$ cat config.mk
export PLATFORM = sky130hd
export DESIGN_NAME = column_window_reader
export DESIGN_NICKNAME = d
export VERILOG_FILES = /design/src/rtl/column_window_reader.sv
export SDC_FILE = /design/constraint.sdc
export NUM_CORES = 1
export LEC_CHECK = 0
export ABC_AREA = 1
export BUFFER_PORTS_ARGS = -buffer_cell sky130_fd_sc_hd__buf_4
export CORE_ASPECT_RATIO = 1.5
export CORE_MARGIN = 2
export CORE_UTILIZATION = 40
export DETAILED_ROUTE_END_ITERATION = 16
export GPL_ROUTABILITY_DRIVEN = 0
export PLACE_DENSITY = 0.65
export REMOVE_ABC_BUFFERS = 1
export SLEW_MARGIN = 20
export SYNTH_ARGS = -nofsm -noshare
export SYNTH_HDL_FRONTEND = slang
export SYNTH_SLANG_ARGS = --single-unit
$ cat constraint.sdc
create_clock -name CLK -period 4.81 [get_ports CLK]
set_input_delay 0.962 -clock CLK [delete_from_list [all_inputs] [get_ports CLK]]
set_output_delay 0.962 -clock CLK [all_outputs]
set_load 0.01 [all_outputs]
$ cat src/rtl/column_window_reader.sv
// Read-side sequencer for the pixel BRAMs: walks the image columns through the
// 32-bit read port and presents a sliding 3x3 pixel window over valid/ready.
module column_window_reader #(
    parameter int unsigned IMG_COLS  = 12,
    parameter int unsigned ADDR_W    = 9,
    parameter int unsigned BASE_ADDR = 1
) (
    input  logic              CLK,
    input  logic              RESET,
    input  logic              start,
    input  logic              row_sel,
    output logic              enb,
    output logic [ADDR_W-1:0] addrb,
    input  logic [31:0]       doutb,
    output logic              win_valid,
    input  logic              win_ready,
    output logic [ADDR_W-1:0] win_col,
    output logic [7:0]        out1,
    output logic [7:0]        out2,
    output logic [7:0]        out3,
    output logic [7:0]        out4,
    output logic [7:0]        out5,
    output logic [7:0]        out6,
    output logic [7:0]        out7,
    output logic [7:0]        out8,
    output logic [7:0]        out9,
    output logic              complete
);
    localparam int unsigned       CntW     = $clog2(IMG_COLS + 1);
    localparam logic [CntW-1:0]   ColsLast = CntW'(IMG_COLS);
    localparam logic [CntW-1:0]   CntThree = CntW'(3);
    localparam logic [ADDR_W-1:0] Base     = ADDR_W'(BASE_ADDR);

    typedef enum logic [2:0] {StIdle, StRead, StCapt, StOut, StDone} state_e;

    state_e            state_q;
    logic              sel_q;
    logic [CntW-1:0]   cnt_q;
    logic [23:0]       col0_q, col1_q, col2_q;
    logic              enb_q, valid_q, complete_q;
    logic [ADDR_W-1:0] addrb_q, win_col_q;

    logic [CntW-1:0]   cnt_d;
    logic [23:0]       lanes_d;

    assign cnt_d   = cnt_q + CntW'(1);
    // Three consecutive rows taken from the word: rows 0..2 or rows 1..3.
    assign lanes_d = sel_q ? doutb[31:8] : doutb[23:0];

    always_ff @(posedge CLK or negedge RESET) begin
        if (!RESET) begin
            state_q    <= StIdle;
            sel_q      <= 1'b0;
            cnt_q      <= '0;
            col0_q     <= '0;
            col1_q     <= '0;
            col2_q     <= '0;
            enb_q      <= 1'b0;
            addrb_q    <= '0;
            valid_q    <= 1'b0;
            win_col_q  <= '0;
            complete_q <= 1'b0;
        end else begin
            complete_q <= 1'b0;
            unique case (state_q)
                StIdle: begin
                    if (start) begin
                        sel_q   <= row_sel;
                        cnt_q   <= '0;
                        enb_q   <= 1'b1;
                        addrb_q <= Base;
                        state_q <= StRead;
                    end
                end
                StRead: begin
                    enb_q   <= 1'b0;
                    state_q <= StCapt;
                end
                StCapt: begin
                    col0_q <= col1_q;
                    col1_q <= col2_q;
                    col2_q <= lanes_d;
                    cnt_q  <= cnt_d;
                    if (cnt_d >= CntThree) begin
                        valid_q   <= 1'b1;
                        win_col_q <= ADDR_W'(cnt_d - CntW'(1));
                        state_q   <= StOut;
                    end else begin
                        enb_q   <= 1'b1;
                        addrb_q <= Base + ADDR_W'(cnt_d);
                        state_q <= StRead;
                    end
                end
                StOut: begin
                    // Window and column registers hold until the consumer takes it.
                    if (win_ready) begin
                        valid_q <= 1'b0;
                        if (cnt_q == ColsLast) begin
                            complete_q <= 1'b1;
                            state_q    <= StDone;
                        end else begin
                            enb_q   <= 1'b1;
                            addrb_q <= Base + ADDR_W'(cnt_q);
                            state_q <= StRead;
                        end
                    end
                end
                StDone: begin
                    state_q <= StIdle;
                end
                default: begin
                    state_q <= StIdle;
                end
            endcase
        end
    end

    assign enb       = enb_q;
    assign addrb     = addrb_q;
    assign win_valid = valid_q;
    assign win_col   = win_col_q;
    assign complete  = complete_q;

    assign out1 = col0_q[7:0];
    assign out2 = col1_q[7:0];
    assign out3 = col2_q[7:0];
    assign out4 = col0_q[15:8];
    assign out5 = col1_q[15:8];
    assign out6 = col2_q[15:8];
    assign out7 = col0_q[23:16];
    assign out8 = col1_q[23:16];
    assign out9 = col2_q[23:16];

endmodule

-- Word level (Yosys, flattened, before mapping)
Cells that the tools add are included.
- bits of input ports: 37
- logic and storage cells: 61
- output and inout port bits: 93
- register bits after elaboration: 101
- multiplexer cells: 24
- reduce and logical (&&, ||, !) cells: 12
- $lt $le $gt $ge: 1
- equal/unequal tests: 9
- add/subtract/negate cells: 4
- operators by type and width (cell ; number):
    $mux W9 ; 4
    $pmux W9 S3 ; 1
    $mux W24 ; 1
    $pmux W3 S4 ; 1
    $add A1 B4 Y5 const A ; 2
    $ne A2 B2 Y1 const B ; 5
    $reduce_and A5 Y1 ; 2
    $mux W1 ; 9
    $mux W3 ; 3
    $pmux W4 S2 ; 1
    $reduce_and A2 Y1 ; 4
    $eq A3 B2 Y1 const B ; 2
    $sub A4 B1 Y5 const B ; 1
    $add A4 B1 Y4 const B ; 1
    $eq A4 B4 Y1 const B ; 1
    $ge A4 B2 Y1 const B ; 1
    $mux W4 ; 1
    $pmux W1 S4 ; 1
    $reduce_bool A2 Y1 ; 2
    $reduce_bool A4 Y1 ; 1
    $eq A3 B1 Y1 const B ; 1
    $logic_not A3 Y1 ; 1
    $reduce_and A3 Y1 ; 1
    $reduce_bool A3 Y1 ; 1
    2 further kinds ; 2

-- Depth between registers and ports, before layout
- depth in word-level cells: 4
- depth in mapped cells: 11
- mapped depth without buffers: 11

-- Worst setup path after synthesis
No wires, ideal clock.
- kind: input-to-reg
- from: input win_ready
- to: register addrb_q[4], in the netlist addrb[4]
- cell stages on the path: 7
- arrival: 1561 ps
- setup time: 122 ps
- slack: 3127 ps
- path buffers: 0
- cell sequence: inv_1 -> nand2_2 -> nand4_1 -> nor2_4 -> inv_2 -> nand2_1 -> o21ai_1
- word-level cells in the longest chain between the ends: 2
- RTL lines (what ; line ; source):
    start, declared ; 16 ; input logic win_ready,
    $ne A2 B2 Y1 (no source line) ; -- ;
    $reduce_and A5 Y1 (no source line) ; -- ;
    end signal, assigned ; 71 ; addrb_q <= Base;
    end signal, assigned ; 90 ; addrb_q <= Base + ADDR_W'(cnt_d);
    end signal, assigned ; 103 ; addrb_q <= Base + ADDR_W'(cnt_q);
    end, declared ; 41 ; logic [ADDR_W-1:0] addrb_q, win_col_q;
No other way between the ends.
A chain may end at the register's enable or synchronous reset.

-- Worst setup path after layout
- from: register state_q[2]
- to: register col2_q[7]
- word-level cells in the longest chain between the ends: 1
- RTL lines (what ; line ; source):
    start, declared ; 36 ; state_e state_q;
    start signal, assigned ; 52 ; state_q <= StIdle;
    start signal, assigned ; 72 ; state_q <= StRead;
    start signal, assigned ; 77 ; state_q <= StCapt;
    $eq A3 B2 Y1 ; 65 ; unique case (state_q)
    end signal, assigned ; 82 ; col2_q <= lanes_d;
    end, declared ; 39 ; logic [23:0] col0_q, col1_q, col2_q;
No other way between the ends.

==> flow_summary_export.csv <==
group,metric,value,unit
grt,grt_pass1_wl,16.3,mm
yosys,avgSynthCellArea,8.67,um^2
floorplanning,row_count,45,
drt,vias,3436,
critical_path,startpoint_type,"flip-flop",
critical_path,r2r-start,"state_q[2]",
clock_tree,cts_made_buffers,9,
clock_tree,cts_tree,"yes",
place,dp_hpwl,7.00,mm
sta,fin_ws,2350,ps
pwr,p_leak,2.79,nW
drt,detail-route-antenna-nets,0,
yosys,synth-simple-area-share,0.232,
yosys,syn_area,4050,um^2
pwr,ir_drop,0.325,mV
layout,layout_common_cells,"nand2_1, buf_4, dfrtp_1, nor2_1, o21ai_0",
critical_path,crit_required,5050,ps
critical_path,path_class,"reg2reg",
sta,whs,475,ps
drt,finalWirelength,10.0,mm
layout,final_common_cell,"nand2_1",
clock_tree,htree_num_levels,3,
floorplanning,pin_count,130,
critical_path,cp-end-kind,"flip-flop",
clock_tree,clk_pin_slew_worst_paths,60,ps
yosys,ys.warnings.count,0,
sta,tns,0,ps
drt,route.detailed.drc,0,
yosys,synthCells,467,
grt,grt_max_degree,63,
clock_tree,cts_hold_buffers,0,
status,status,"completed",
layout,final_cells,703,
hold_path,hp-start,"addrb[0]",
grt,grt_pass1_vias,3391,
clock_tree,cts_buffer_depth,2,
clock_tree,clk_latency,330,ps
place,io_buffers,125,
yosys,synthAdderAreaFrac,0.0124,
drt,drt_iter0_markers,197,
grt,antenna_found_initial,0,
drt,drt-vias-per-instance,4.89,
clock_tree,cts-root-buf,"clkbuf_16",
sta,tightest_slew,857,ps
yosys,synth_compound_area_frac,0.109,
yosys,synth_top_family_by_area,"simple AND/OR/NAND/NOR gates",
floorplanning,die_y,127,um
grt,grt-ovfl-total,0,
floorplanning,die_x,86.1,um
clock_tree,cts_sinks,93,
pwr,finalPower,3.73,mW
place,post-place-cells,687,
place,place_ws,2330,ps
floorplanning,die-area,11000,um^2
critical_path,cp_max_fo,57,
floorplanning,initial_core_util,0.406,
sta,skew,8.47,ps
drt,firstDrtPassIters,4,
yosys,synthXorXnorAreaFrac,0.00433,
critical_path,critPathLaunch,"state_q[2]",
layout,drive_above_1_share,0.273,
drt,avgRoutedWirePerCell,14.2,um
sta,finalHoldViolations,0,
sta,rsz0062_at_grt,"no",
sta,slew_viol_final,0,
layout,nNetsFinal,622,
floorplanning,coreArea,9970,um^2
yosys,synth-seq-cells,93,
sta,post-route-period-util,0.511,
layout,num_antenna_cells,0,
sta,timing.fmax,407,MHz
clock_tree,ctsResizeCount,0,
pwr,pwr_density_cell,699,nW/um^2
yosys,ys_seq_area_frac,0.575,
yosys,synthMuxAreaShare,0,
sta,setup_viol,0,
critical_path,critPathArrivalTime,2700,ps
layout,syn_to_final_growth,31.7,%
run,cap_violations,0,
sta,fin_crit,2460,ps
yosys,synth.distinct_cells,28,
grt,grt.total_usage,0.189,
hold_path,hold_class,"reg2reg",
clock_tree,cts_setup_buffers,0,
sta,slew-limit-headroom,0.428,
==> cell families (layout without fill, tap and decap cells) <==
family	count (synthesis)	after routing
AOI/OAI and AO/OA	74	74
xor gates and xnor gates	2	2
adders and majority gates	4	4
buffers and inverters	60	176
DFF	93	93
other	1	4
and+or+nand+nor	233	233
==> flip-flops by register name (all words and copies together) (netlist names) <==
register and flops:
col0_q 24, sel_q 1, win_valid 1, col1_q 24
col2_q 24, win_col 5, state_q 3, enb 1
cnt_q 4, addrb 5, complete 1
==> power breakdown <==
part | internal, mW | switching (mW) | total (mW)
logic | 0.692 | 0.928 | 1.62
registers | 1.12 | 0.260 | 1.38
clock network | 0.445 | 0.281 | 0.726
total | 2.26 | 1.47 | 3.73
==> worst paths after layout <==
path / end / slack (ps) / cells past startpoint
max: col2_q[7] / 2350 / 8
min: addrb[0] / 480 / 2
max reg2reg: col2_q[7] / 2350 / 8
min reg2reg: addrb[0] / 480 / 2
max in group asynchronous: state_q[2] / 3170 / 2
min in group asynchronous: addrb[3] / 710 / 1
==> routing by layer <==
layer,vias up,share of wire,track usage
met3,12,0.052,0.0401
met5,-,0,0
met2,108,0.51,0.323
li1,1705,-,-
met1,1611,0.42,0.234
met4,0,0.013,0.0654
==> layout make-up <==
type                            count  area [um^2]
Multi-Input combinational cell    317         1460
Fill cell                         939         4630
Clock inverter                      3         42.5
Timing Repair Buffer              129          968
Tap cell                          117          146
Inverter                           31          116
Clock buffer                       13          270
Sequential cell                    93         2330
==> through the flow <==
step | instance area, um^2 | utilization
floorplan | 3910 | -
global placement | 5020 | 0.504
detailed placement | 5020 | 0.504
CTS | 5330 | 0.535
global route | 5330 | 0.535
finish | 5330 | 0.535
==> critical path, stage by stage (launching register included) <==
cell,delay [ps]
dfrtp_1,440
inv_2,90
nand2_2,110
nor2_4,30
buf_4,280
inv_2,700
buf_4,490
nand2_1,100
o31ai_1,90
==> synth_stat cells <==
master	n	area share
xnor2_1	1	0.0022
o31ai_1	24	0.044
o22ai_1	1	0.0015
buf_4	10	0.019
nand3b_1	1	0.0019
nor2_4	3	0.0083
buf_2	5	0.0062
inv_1	24	0.022
a21oi_1	2	0.0025
xor2_1	1	0.0022
nand3_2	2	0.0049
clkbuf_1	13	0.012
clkbuf_2	1	0.0012
o211ai_1	1	0.0019
nand2_1	158	0.15
nor3_1	1	0.0012
o21ai_1	6	0.0074
ha_1	4	0.012
o21a_1	1	0.0019
nand3_1	8	0.0099
dfrtp_1	93	0.57
inv_2	7	0.0065
nor2_1	54	0.050
o21ai_0	38	0.047
conb_1	1	0.00093
nand2_2	3	0.0046
o21ai_2	1	0.0022
nand4_1	3	0.0046
(Power assumes the default switching activity.)
